### src/rtl/uart_tx_path.sv
// UART transmit path: byte FIFO feeding an 8N1 serialiser (LSB first) with its own baud-tick divider.
// Build option UART_TX_PARITY_EN inserts an even-parity bit between the data bits and the stop bit.
module uart_tx_path #(
    parameter int DBIT    = 8,
    parameter int SB_TICK = 16,
    parameter int FIFO_AW = 4,
    parameter int DVSR_W  = 11
) (
    input  logic              clk,
    input  logic              reset,
    input  logic [DVSR_W-1:0] dvsr,
    input  logic              wr_en,
    input  logic [DBIT-1:0]   d_in,
    output logic              tx,
    output logic              tx_full,
    output logic              tx_empty,
    output logic              tx_busy
);
    localparam int DEPTH = 2**FIFO_AW;
    localparam int S_W   = $clog2(SB_TICK);
    localparam int N_W   = $clog2(DBIT);

    localparam logic [FIFO_AW-1:0] PTR_ONE = FIFO_AW'(1);
    localparam logic [DVSR_W-1:0]  CNT_ONE = DVSR_W'(1);
    localparam logic [S_W-1:0]     S_ONE   = S_W'(1);
    localparam logic [S_W-1:0]     S_LAST  = S_W'(SB_TICK - 1);
    localparam logic [N_W-1:0]     N_ONE   = N_W'(1);
    localparam logic [N_W-1:0]     N_LAST  = N_W'(DBIT - 1);

    localparam logic [2:0] IDLE   = 3'd0;
    localparam logic [2:0] START  = 3'd1;
    localparam logic [2:0] DATA   = 3'd2;
`ifdef UART_TX_PARITY_EN
    localparam logic [2:0] PARITY = 3'd3;
`endif
    localparam logic [2:0] STOP   = 3'd4;

    logic [DBIT-1:0]    mem [DEPTH];
    logic [FIFO_AW-1:0] wr_ptr, rd_ptr, wr_ptr_nxt, rd_ptr_nxt;
    logic               full_q, empty_q;
    logic               push, pop;
    logic [DBIT-1:0]    head;

    logic [DVSR_W-1:0]  tick_cnt;
    logic               tick;

    logic [2:0]         state, state_n;
    logic [S_W-1:0]     s_q, s_n;
    logic [N_W-1:0]     n_q, n_n;
    logic [DBIT-1:0]    b_q, b_n;
    logic               tx_q, tx_n;
`ifdef UART_TX_PARITY_EN
    logic               par_q, par_n;
`endif

    // A full FIFO still accepts a write in the cycle the serialiser pops a byte.
    assign push       = wr_en && (!full_q || pop);
    assign wr_ptr_nxt = wr_ptr + PTR_ONE;
    assign rd_ptr_nxt = rd_ptr + PTR_ONE;
    assign head       = mem[rd_ptr];

    // NOTE: the storage array has no reset; the pointers and flags alone define what is valid.
    always_ff @(posedge clk) begin
        if (push)
            mem[wr_ptr] <= d_in;
    end

    // NOTE: sequential state uses non-blocking assignments so every register samples pre-edge values.
    always_ff @(posedge clk) begin
        if (reset) begin
            wr_ptr  <= '0;
            rd_ptr  <= '0;
            full_q  <= 1'b0;
            empty_q <= 1'b1;
        end else begin
            case ({push, pop})
                2'b10: begin
                    wr_ptr  <= wr_ptr_nxt;
                    empty_q <= 1'b0;
                    full_q  <= (wr_ptr_nxt == rd_ptr);
                end
                2'b01: begin
                    rd_ptr  <= rd_ptr_nxt;
                    full_q  <= 1'b0;
                    empty_q <= (rd_ptr_nxt == wr_ptr);
                end
                2'b11: begin
                    wr_ptr <= wr_ptr_nxt;
                    rd_ptr <= rd_ptr_nxt;
                end
                default: ;
            endcase
        end
    end

    // Restarting the divider when a frame begins makes the start bit exactly one bit period long.
    assign tick = (tick_cnt == dvsr);

    always_ff @(posedge clk) begin
        if (reset || (state == IDLE && !empty_q))
            tick_cnt <= '0;
        else if (tick)
            tick_cnt <= '0;
        else
            tick_cnt <= tick_cnt + CNT_ONE;
    end

    // NOTE: every output of this block gets a default first, so no latches are inferred.
    always_comb begin
        state_n = state;
        s_n     = s_q;
        n_n     = n_q;
        b_n     = b_q;
        pop     = 1'b0;
`ifdef UART_TX_PARITY_EN
        par_n   = par_q;
`endif
        case (state)
            IDLE: pop = !empty_q;
            START: begin
                if (tick) begin
                    if (s_q == S_LAST) begin
                        s_n     = '0;
                        n_n     = '0;
                        state_n = DATA;
                    end else begin
                        s_n = s_q + S_ONE;
                    end
                end
            end
            DATA: begin
                if (tick) begin
                    if (s_q == S_LAST) begin
                        s_n = '0;
                        b_n = b_q >> 1;
                        if (n_q == N_LAST)
`ifdef UART_TX_PARITY_EN
                            state_n = PARITY;
`else
                            state_n = STOP;
`endif
                        else
                            n_n = n_q + N_ONE;
                    end else begin
                        s_n = s_q + S_ONE;
                    end
                end
            end
`ifdef UART_TX_PARITY_EN
            PARITY: begin
                if (tick) begin
                    if (s_q == S_LAST) begin
                        s_n     = '0;
                        state_n = STOP;
                    end else begin
                        s_n = s_q + S_ONE;
                    end
                end
            end
`endif
            STOP: begin
                if (tick) begin
                    if (s_q == S_LAST) begin
                        s_n = '0;
                        if (!empty_q)
                            pop = 1'b1;
                        else
                            state_n = IDLE;
                    end else begin
                        s_n = s_q + S_ONE;
                    end
                end
            end
            default: state_n = IDLE;
        endcase

        // Loading a new byte is shared by IDLE and the gapless STOP -> START path.
        if (pop) begin
            b_n     = head;
            s_n     = '0;
            n_n     = '0;
            state_n = START;
`ifdef UART_TX_PARITY_EN
            par_n   = ^head;
`endif
        end

        // tx is registered from the next state so the line changes on the same edge as the FSM.
        case (state_n)
            START:   tx_n = 1'b0;
            DATA:    tx_n = b_n[0];
`ifdef UART_TX_PARITY_EN
            PARITY:  tx_n = par_n;
`endif
            default: tx_n = 1'b1;
        endcase
    end

    always_ff @(posedge clk) begin
        if (reset) begin
            state <= IDLE;
            s_q   <= '0;
            n_q   <= '0;
            b_q   <= '0;
            tx_q  <= 1'b1;
`ifdef UART_TX_PARITY_EN
            par_q <= 1'b0;
`endif
        end else begin
            state <= state_n;
            s_q   <= s_n;
            n_q   <= n_n;
            b_q   <= b_n;
            tx_q  <= tx_n;
`ifdef UART_TX_PARITY_EN
            par_q <= par_n;
`endif
        end
    end

    assign tx       = tx_q;
    assign tx_full  = full_q;
    assign tx_empty = empty_q;
    assign tx_busy  = (state != IDLE);

endmodule

### config.mk
export PLATFORM = sky130hd
export DESIGN_NAME = uart_tx_path
export DESIGN_NICKNAME = d
export VERILOG_FILES = /design/src/rtl/uart_tx_path.sv
export SDC_FILE = /design/constraint.sdc
export NUM_CORES = 1
export LEC_CHECK = 0
export BUFFER_PORTS_ARGS = -buffer_cell sky130_fd_sc_hd__buf_4
export CORE_ASPECT_RATIO = 1.1
export CORE_UTILIZATION = 51
export CTS_BUF_LIST = sky130_fd_sc_hd__clkbuf_4
export CTS_CLUSTER_DIAMETER = 200
export DETAILED_ROUTE_END_ITERATION = 7
export PLACE_DENSITY = 0.69
export SLEW_MARGIN = 20
export SYNTH_ARGS = -nofsm -noshare
export SYNTH_HDL_FRONTEND = slang
export SYNTH_SLANG_ARGS = --single-unit
### constraint.sdc
create_clock -name clk -period 2.8 [get_ports clk]
set_input_delay 0.56 -clock clk [delete_from_list [all_inputs] [get_ports clk]]
set_output_delay 0.56 -clock clk [all_outputs]
set_load 0.03 [all_outputs]
==> results of run 1 <==
## final cells by class
| cell class | count | area (sq um) | share of cell area, % |
|---|---|---|---|
| timing repair buffer | 52 | 403 | 5.01 |
| inverter | 10 | 37.5 | 0.466 |
| sequential | 172 | 4730 | 58.7 |
| clock buffer | 18 | 135 | 1.68 |
| multi-input combinational | 284 | 2340 | 29.1 |
| clock inverter | 14 | 168 | 2.08 |
| tap | 188 | 235 | 2.92 |
## flip-flops by register name (all words and copies together), names as in the netlist, named ones only
| name | count |
|---|---|
| b_q | 8 |
| mem | 128 |
| n_q | 3 |
| rd_ptr | 4 |
| s_q | 4 |
| state | 3 |
| tick_cnt | 11 |
| tx | 1 |
| tx_empty | 1 |
| tx_full | 1 |
| wr_ptr | 4 |
## power by group
part           switching, mW  total, mW  internal [mW]
sequential            0.0921       2.96           2.87
clock                  0.843       1.48          0.633
combinational          0.521      0.988          0.467
## worst min-delay path by stage
stage | startpoint | end | slack [ps] | depth (start not counted)
finish | d_in[3] | mem[15][3] | 290 | 1
global route | d_in[0] | mem[4][0] | 270 | 1
CTS | d_in[0] | mem[4][0] | 250 | 1
detailed placement | n_q[1] | n_q[1] | 460 | 2
global placement | n_q[1] | n_q[1] | 450 | 2
floorplan | n_q[1] | n_q[1] | 440 | 2
## logic make-up after synthesis
kind of cell               after synthesis  synth area share [%]
DFF                                    172                  65.6
and+or+nand+nor                        136                  9.45
AOI/OAI and AO/OA                       61                  5.18
muxes                                   41                  11.4
xor gates and xnor gates                34                  4.39
buffers and inverters                   30                  1.88
adders and majority gates               12                  2.08
## per-layer routing
| metal | wire [microns] | vias to the layer above | share of wire, % |
|---|---|---|---|
| li1 | - | 1947 | - |
| met4 | 235 | 0 | 1.7 |
| met1 | 5840 | 2083 | 43 |
| met2 | 7100 | 79 | 52 |
| met5 | 0 | - | 0 |
| met3 | 527 | 19 | 3.8 |
## worst reg2reg max path, cell delays in order (launching register included)
cell and delay, ps:
dfxtp_1 590, xnor2_4 170, nand4_4 150, nor4_4 340, a21oi_2 150, nand2_1 110
and2_1 150, ha_1 190, nor2_1 100, or3_1 360, a21oi_1 140
## cell usage in the layout, fill, tap and decap left out, types with 9 or more instances in the layout
| master | count |
|---|---|
| a21oi_1 | 24 |
| buf_4 | 51 |
| clkbuf_4 | 18 |
| dfxtp_1 | 43 |
| edfxtp_1 | 128 |
| ha_1 | 12 |
| inv_1 | 9 |
| mux4_2 | 33 |
| nand2_1 | 32 |
| nand3_1 | 25 |
| nor2_1 | 41 |
| o21ai_0 | 10 |
| xnor2_1 | 23 |
| xor2_1 | 10 |
==> impl_metrics.json, run 1 <==
{
  "gp_congestion": 0.775,
  "ys_top_cells_by_area": "edfxtp_1 53%, dfxtp_1 12%, mux4_2 10%",
  "track_usage_pct": 20.9,
  "hold_viol": 0,
  "drive_above_1_share_pct": 22.5,
  "relSlewSlack_pct": 57.1,
  "endpoint": "wr_ptr[3]",
  "crit_chain": "xnor2_4, nand4_4, nor4_4, a21oi_2, nand2_1, and2_1, ha_1, nor2_1, or3_1, a21oi_1",
  "async_flop_share_pct": 0,
  "design_area_sq_um": 8050,
  "worst_pin_slew_ps": 642,
  "syn_to_final_growth_pct": 11.7,
  "gr-max-usage-layer": "met2",
  "coreArea_sq_um": 13800,
  "synth_top_cell_area_share_pct": 53.4,
  "finalSetupTns_ps": 0,
  "crit_start": "tick_cnt[2]",
  "r2r-start": "tick_cnt[2]",
  "p_per_area_nw_per_um2": 674,
  "n_antenna_cell": 0,
  "drt-total-wl_mm": 13.7,
  "fin_skew_ps": 11.1,
  "pre_cts_slack_ps": 103,
  "syn_avg_cell_area_sq_um": 14.8,
  "synth_cells": 486,
  "met2_usage_pct": 35.2,
  "dp.cells": 706,
  "fin_cells": 738,
  "rrSetupSlack_ps": 300,
  "port_buffers": 25,
  "yosys_register_bits": 172,
  "cts-root-buf": "clkbuf_4",
  "dr.pass1.iters": 5,
  "yosysSeqAreaShare_pct": 65.6,
  "synth_ff_type": "edfxtp_1",
  "cp-end-kind": "flip-flop",
  "regToRegEndpoint": "wr_ptr[3]",
  "crit_arrival_ps": 3010,
  "fin_total_pwr_mw": 5.42,
  "max_stage_delay_ps": 590,
  "vias_per_cell": 5.59,
  "design.die.area_sq_um": 14600,
  "clock-sinks": 172,
  "die_y_microns": 127,
  "grt_antenna_before_repair": 0,
  "timing.max_cap.violations": 0,
  "max_freq_mhz": 400,
  "drcViolationCount": 0,
  "start_kind": "flip-flop",
  "grt_pass1_vias": 4192,
  "clk_pin_slew_worst_paths_ps": 140,
  "cts_inserted_buffers": 17,
  "clock_path_buffers": 2,
  "fillers": 1081,
  "ioPinCount": 26,
  "insertion_delay_ps": 560,
  "hold_ws_ps": 289,
  "status": "finished clean",
  "synthDistinctLibCells": 43,
  "finalMaxSlewViolations": 0,
  "postCtsSetupRepairBufs": 0,
  "ant_nets": 0,
  "start_util_pct": 52.2,
  "finalSetupViolCount": 0,
  "critPathKind": "flip-flop to flip-flop",
  "htreeDepth": 4,
  "use_met3_pct": 3.97,
  "grt_max_degree": 33,
  "cts_hold_buf": 0,
  "min_path_type": "input port to flip-flop",
  "cts-resized-gates": 0,
  "rows": 45,
  "fin_crit_ps": 2500,
  "synth_common_cells": "128 x edfxtp_1, 44 x dfxtp_1, 41 x nor2_1",
  "place_area_sq_um": 7740,
  "rsz0062_at_grt": "no",
  "worstPathRequired_ps": 3310,
  "yosysWarnings": 0,
  "yosys.area.top_type": "edfxtp_1",
  "grt_first_pass_wirelength_mm": 22.2,
  "power.leakage_nw": 2.64,
  "syn_area_sq_um": 7200,
  "irDropWorstVdd_v": 0.000446,
  "cpLargestDelayFamily": "simple AND/OR/NAND/NOR gates",
  "routedWlPerCell_microns": 18.6,
  "post-route-worst-setup-slack_ps": 301,
  "nets": 571,
  "fin_util_pct": 58.3,
  "dp_hpwl_mm": 9.11,
  "post-synth-top-count-cell": "edfxtp_1",
  "worst-path-max-fanout": 7,
  "grtUsageMet1_pct": 26.2,
  "die_w_microns": 115,
  "syn_nets": 520,
  "cp.depth": 10,
  "cts_tree": "built",
  "overflow": 0,
  "slowest_stage": "dfxtp_1",
  "finalCritPeriodShare_pct": 89.3,
  "critPathBufInv": 0,
  "synth_edf_count": 128,
  "num_vias": 4128,
  "rr_worst_depth": 10,
  "drt_iter0_drc": 248
}
Power figures use the tool's default switching activity.
==> inputs of run 2 (changes only) <==
--- a/config.mk
+++ b/config.mk
@@ -7,11 +7,11 @@
 export LEC_CHECK = 0
 export BUFFER_PORTS_ARGS = -buffer_cell sky130_fd_sc_hd__buf_4
 export CORE_ASPECT_RATIO = 1.1
-export CORE_UTILIZATION = 51
+export CORE_UTILIZATION = 50
 export CTS_BUF_LIST = sky130_fd_sc_hd__clkbuf_4
 export CTS_CLUSTER_DIAMETER = 200
 export DETAILED_ROUTE_END_ITERATION = 7
-export PLACE_DENSITY = 0.69
+export PLACE_DENSITY = 0.68
 export SLEW_MARGIN = 20
 export SYNTH_ARGS = -nofsm -noshare
 export SYNTH_HDL_FRONTEND = slang
==> run 2 against run 1 <==
Against the previous run: final cell count is 0.27% lower; critical endpoint is now mem[3][1]; flip-flop and latch count stayed put; routed wire length is 0.33% higher.
==> impl_metrics.json, run 2 (synthesis gave the netlist of run 1 again) <==
{
  "status": "finished clean",
  "cpLargestDelayFamily": "simple AND/OR/NAND/NOR gates",
  "max_freq_mhz": 394,
  "insertion_delay_ps": 570,
  "clkPwrFrac_pct": 25.9,
  "nets": 568,
  "syn_to_final_growth_pct": 10.9,
  "p_int_mw": 3.80,
  "vias_per_cell": 5.51,
  "switching_share_pct": 28.2,
  "start_util_pct": 51.8,
  "layout_common_cells": "128 x edfxtp_1, 49 x buf_4, 43 x dfxtp_1, 41 x nor2_1, 33 x mux4_2",
  "rsz0062_at_grt": "no",
  "layout_commonest_cell": "edfxtp_1",
  "holdPathStages": 1,
  "power_switching_mw": 1.49,
  "ant_nets": 0,
  "fin_skew_ps": 8.52,
  "grt_pass1_vias": 4186,
  "finalSetupTns_ps": 0,
  "htreeDepth": 4,
  "rows": 45,
  "crit_arrival_ps": 2760,
  "drt_iter0_drc": 318,
  "finalSetupViolCount": 0,
  "worst_pin_slew_ps": 783,
  "fin_util_pct": 57.5,
  "clk_pin_slew_worst_paths_ps": 140,
  "p_per_area_nw_per_um2": 661,
  "die_y_microns": 128,
  "irDropWorstVdd_v": 0.000364,
  "drcViolationCount": 0,
  "cts-resized-gates": 0,
  "num_vias": 4057,
  "seqPwrFrac_pct": 56.5,
  "cts_inserted_buffers": 17,
  "rr_worst_depth": 7,
  "cp-end-kind": "flip-flop",
  "largest_reg_flops": 128,
  "finalCritPeriodShare_pct": 90.6,
  "cts_hold_buf": 0,
  "cp.depth": 7,
  "overflow": 0,
  "grt_max_degree": 27,
  "clock-sinks": 172,
  "clock_path_buffers": 2,
  "max_stage_delay_ps": 660,
  "grt_antenna_before_repair": 1,
  "fin_crit_ps": 2540,
  "design_area_sq_um": 7990,
  "dr.pass1.iters": 7,
  "worstPathRequired_ps": 3020,
  "finalMaxSlewViolations": 0,
  "critPathBufInv": 1,
  "grt_first_pass_wirelength_mm": 21.9,
  "die_w_microns": 116,
  "postCtsSetupRepairBufs": 0,
  "crit_chain": "xnor2_1, nand4_4, nor4_4, a21oi_2, inv_2, o21ai_0, nor2_1",
  "start_kind": "flip-flop",
  "power_frac_comb_pct": 17.6,
  "drive_above_1_share_pct": 22.3,
  "min_path_type": "input port to flip-flop",
  "drt-total-wl_mm": 13.8,
  "largest_registers": "mem: 128 flops, tick_cnt: 11 flops, b_q: 8 flops",
  "coreArea_sq_um": 13900,
  "hold_viol": 0,
  "place_area_sq_um": 7710,
  "worst-path-max-fanout": 8,
  "gp_congestion": 0.759,
  "routedWlPerCell_microns": 18.7,
  "cts_tree": "built",
  "relSlewSlack_pct": 47.6,
  "cts-root-buf": "clkbuf_4",
  "timing.max_cap.violations": 0,
  "port_buffers": 25,
  "dp_hpwl_mm": 9.11,
  "regMostFlops": "mem",
  "design.die.area_sq_um": 14900,
  "power.leakage_nw": 2.59,
  "critPathKind": "flip-flop to flip-flop",
  "track_usage_pct": 20.4,
  "fillers": 1140,
  "ioPinCount": 26,
  "slowest_stage": "nor2_1"
}
[run 2: layout make-up]
cell class	instances	area, sq um	area share (%)
Timing Repair Buffer	49	368	4.60
Clock buffer	19	143	1.79
Sequential cell	172	4730	59.1
Multi-Input combinational cell	284	2340	29.3
Tap cell	188	235	2.94
Clock inverter	13	135	1.69
Antenna cell	1	2.50	0.0313
Inverter	10	37.5	0.470
[run 2: final timing paths]
| kind | to | slack (ps) | start |
|---|---|---|---|
| hold / removal | mem[2][6] | 290 | d_in[6] |
| setup reg to reg | mem[3][1] | 260 | tick_cnt[6] |
| hold reg to reg | n_q[1] | 480 | n_q[1] |
| setup / recovery | mem[3][1] | 260 | tick_cnt[6] |
[run 2: stage by stage]
step                setup WS [ps]  cells  power [mW]  hold slack (ps)
floorplan                     102    486        3.70              436
global placement            -5.25    703        3.97              444
detailed placement          -89.3    703        3.98              464
CTS                           206    735        5.34              246
global route                 38.8    736        5.55              258
finish                        263    736        5.29              292
[run 2: power by group through the flow]
stage	combinational (mW)	sequential, mW	clock (mW)
finish	0.928	2.99	1.37
global route	1.02	3.01	1.52
CTS	0.940	2.99	1.41
detailed placement	0.935	3.05	0
global placement	0.921	3.05	0
floorplan	0.709	3.00	0
[run 2: worst reg2reg max path: stages (launching register included)]
cell,delay (ps)
dfxtp_1,380
xnor2_1,270
nand4_4,140
nor4_4,350
a21oi_2,120
inv_2,80
o21ai_0,180
nor2_1,670
[run 2: routing by layer]
layer | global-route usage [%] | vias up | routed length (microns)
li1 | - | 1935 | -
met1 | 24.7 | 2000 | 5660
met2 | 35.5 | 100 | 7190
met3 | 4.02 | 22 | 601
met4 | 8.22 | 0 | 290
met5 | 0 | - | 0
==> inputs of run 3 (changes only) <==
--- a/config.mk
+++ b/config.mk
@@ -5,7 +5,8 @@
 export SDC_FILE = /design/constraint.sdc
 export NUM_CORES = 1
 export LEC_CHECK = 0
-export BUFFER_PORTS_ARGS = -buffer_cell sky130_fd_sc_hd__buf_4
+export ABC_AREA = 1
+export BUFFER_PORTS_ARGS = -buffer_cell sky130_fd_sc_hd__buf_2
 export CORE_ASPECT_RATIO = 1.1
 export CORE_UTILIZATION = 50
 export CTS_BUF_LIST = sky130_fd_sc_hd__clkbuf_4
==> run 3 against run 2 <==
Against the previous run: sequential share of layout area fell by 2.3 points; hold slack improved by 51 ps; clock power fell by 7%.
==> impl_metrics.json, run 3 <==
{
  "layout_common_cells": "143 x nand2_1, 129 x nor2_1, 128 x edfxtp_1, 66 x o21ai_0, 64 x inv_1",
  "pre_cts_slack_ps": 215,
  "drt_iter0_drc": 536,
  "clk_pin_slew_worst_paths_ps": 140,
  "rr_worst_depth": 11,
  "max_freq_mhz": 396,
  "syn_to_final_growth_pct": 8.41,
  "track_usage_pct": 22.1,
  "nets": 846,
  "clock-sinks": 172,
  "holdPathStages": 2,
  "port_buffers": 25,
  "synth_edf_count": 128,
  "ioPinCount": 26,
  "vias_per_cell": 5.30,
  "yosysWarnings": 0,
  "worst-path-max-fanout": 7,
  "cp-end-kind": "flip-flop",
  "cts_hold_buf": 0,
  "coreArea_sq_um": 15000,
  "insertion_delay_ps": 560,
  "irDropWorstVdd_v": 0.000544,
  "crit_chain": "ha_1, nand3_1, inv_1, nand4_4, nand2_4, o21ai_4, inv_1, ha_1, a2111oi_0, nand3_1, o211ai_1",
  "design.die.area_sq_um": 15800,
  "status": "finished clean",
  "drcViolationCount": 0,
  "synth_top_cell_area_share_pct": 50.2,
  "finalSetupTns_ps": 0,
  "finalCritPeriodShare_pct": 90.1,
  "r2r-start": "s_q[0]",
  "slowest_stage": "a2111oi_0",
  "syn_nets": 809,
  "clock_path_buffers": 2,
  "yosysSeqAreaShare_pct": 61.6,
  "p_per_area_nw_per_um2": 739,
  "power.leakage_nw": 3.18,
  "rrSetupSlack_ps": 280,
  "finalMaxSlewViolations": 0,
  "num_vias": 5414,
  "dp_hpwl_mm": 11.0,
  "drt-total-wl_mm": 16.5,
  "cts_inserted_buffers": 17,
  "routedWlPerCell_microns": 16.1,
  "dr.pass1.iters": 5,
  "drive_above_1_share_pct": 13.3,
  "ant_nets": 0,
  "gp_congestion": 0.866,
  "die_y_microns": 132,
  "rows": 47,
  "relSlewSlack_pct": 51.6,
  "largest_registers": "mem: 128 flops, tick_cnt: 11 flops, b_q: 8 flops",
  "largest_reg_flops": 128,
  "ys_top_cells_by_area": "edfxtp_1 50%, dfxtp_1 11%, nand2_1 7.0%",
  "die_w_microns": 120,
  "yosys_register_bits": 172,
  "min_path_type": "input port to flip-flop",
  "fillers": 1320,
  "yosys.area.top_type": "edfxtp_1",
  "synth_common_cells": "143 x nand2_1, 129 x nor2_1, 128 x edfxtp_1",
  "async_flop_share_pct": 0,
  "overflow": 0,
  "rsz0062_at_grt": "no",
  "syn_avg_cell_area_sq_um": 9.89,
  "multi_input_area_sq_um": 2520,
  "fin_skew_ps": 16.3,
  "syn_area_sq_um": 7660,
  "post-synth-top-count-cell": "nand2_1",
  "fin_crit_ps": 2520,
  "critPathKind": "flip-flop to flip-flop",
  "regMostFlops": "mem",
  "seq_area_sq_um": 4730,
  "layout_commonest_cell": "nand2_1",
  "cts-resized-gates": 0,
  "cts_tree": "built",
  "max_stage_delay_ps": 420,
  "worstPathRequired_ps": 3300,
  "synth_ff_type": "edfxtp_1",
  "cts-root-buf": "clkbuf_4",
  "crit_arrival_ps": 3020,
  "grt_max_degree": 73,
  "regToRegEndpoint": "tx_empty",
  "hp-start": "reset",
  "grt_pass1_vias": 5359,
  "worst_pin_slew_ps": 725,
  "grt_first_pass_wirelength_mm": 26.7,
  "synthDistinctLibCells": 41,
  "timing.max_cap.violations": 0,
  "postCtsSetupRepairBufs": 0,
  "grt_antenna_before_repair": 1,
  "start_util_pct": 51.1,
  "start_kind": "flip-flop",
  "post-route-worst-setup-slack_ps": 277,
  "htreeDepth": 4,
  "synth_cells": 775,
  "finalSetupViolCount": 0,
  "whs_endpoint": "b_q[0]",
  "hold_viol": 0,
  "fin_total_pwr_mw": 6.14
}
-- run 3: changes by cell type in the layout (fill, tap and decap cells not counted), sizes merged, moves of 6 or more --
cell	delta
nand2	+114
nor2	+101
o21ai	+60
inv	+58
mux4	-33
o211ai	+25
nand3	+23
xnor2	-18
mux2i	-8
or3	-8
a211oi	-7
nor2b	-7
a31oi	-6
-- run 3: per-stage QoR --
stage               area (sq um)  std cells  utilization [%]  hold slack (ps)
CTS                         8310       1021             55.4              301
global route                8310       1022             55.4              306
global placement            8050        989             53.7              459
floorplan                   7660        775                -              441
finish                      8310       1022             55.4              344
detailed placement          8050        989             53.7              466
-- run 3: cell families after synthesis --
group,after synthesis,synth area share (%)
AND/OR/NAND/NOR,344,18.9
flip-flops,172,61.6
AO/OA/AOI/OAI,129,9.96
buffers and inverters,100,5.44
XOR/XNOR,18,2.06
adder cells (fa/ha/maj),12,1.96
-- run 3: how the worst max path moves through the flow --
| stage | endpoint | cells past startpoint | startpoint |
|---|---|---|---|
| 2_1_floorplan | tx_empty | 15 | dvsr[2] |
| 3_3_place_gp | tx_empty | 15 | dvsr[0] |
| 3_5_place_dp | tx_empty | 15 | dvsr[0] |
| 4_1_cts | tx_empty | 11 | s_q[0] |
| 5_1_grt | tx_empty | 11 | s_q[0] |
| 6_report | tx_empty | 11 | s_q[0] |
-- run 3: layout make-up --
class | count | share of cell area, %
antenna | 1 | 0.0301
tap | 196 | 2.95
clock inverter | 15 | 1.49
timing repair buffer | 48 | 3.58
clock buffer | 17 | 1.54
sequential | 172 | 56.9
inverter | 70 | 3.16
multi-input combinational | 503 | 30.4
-- run 3: where the power goes --
group | internal (mW) | switching (mW) | leakage [nW]
Sequential | 2.95 | 0.144 | 1.51
Combinational | 0.557 | 1.20 | 1.54
Clock | 0.435 | 0.849 | 0.129
-- run 3: per-layer routing --
| layer | global-route usage, % | wire [microns] |
|---|---|---|
| met2 | 37.7 | 8210 |
| met5 | 0 | 0 |
| met4 | 8.75 | 318 |
| met1 | 28.1 | 7240 |
| met3 | 3.68 | 719 |
-- run 3: critical path: cells and delay by family (launching register included) --
kind	cells	cell delay (ps)
adders and majority gates	2	530
DFF	1	370
AOI/OAI and AO/OA	3	800
and+or+nand+nor	4	510
buffers and inverters	2	250
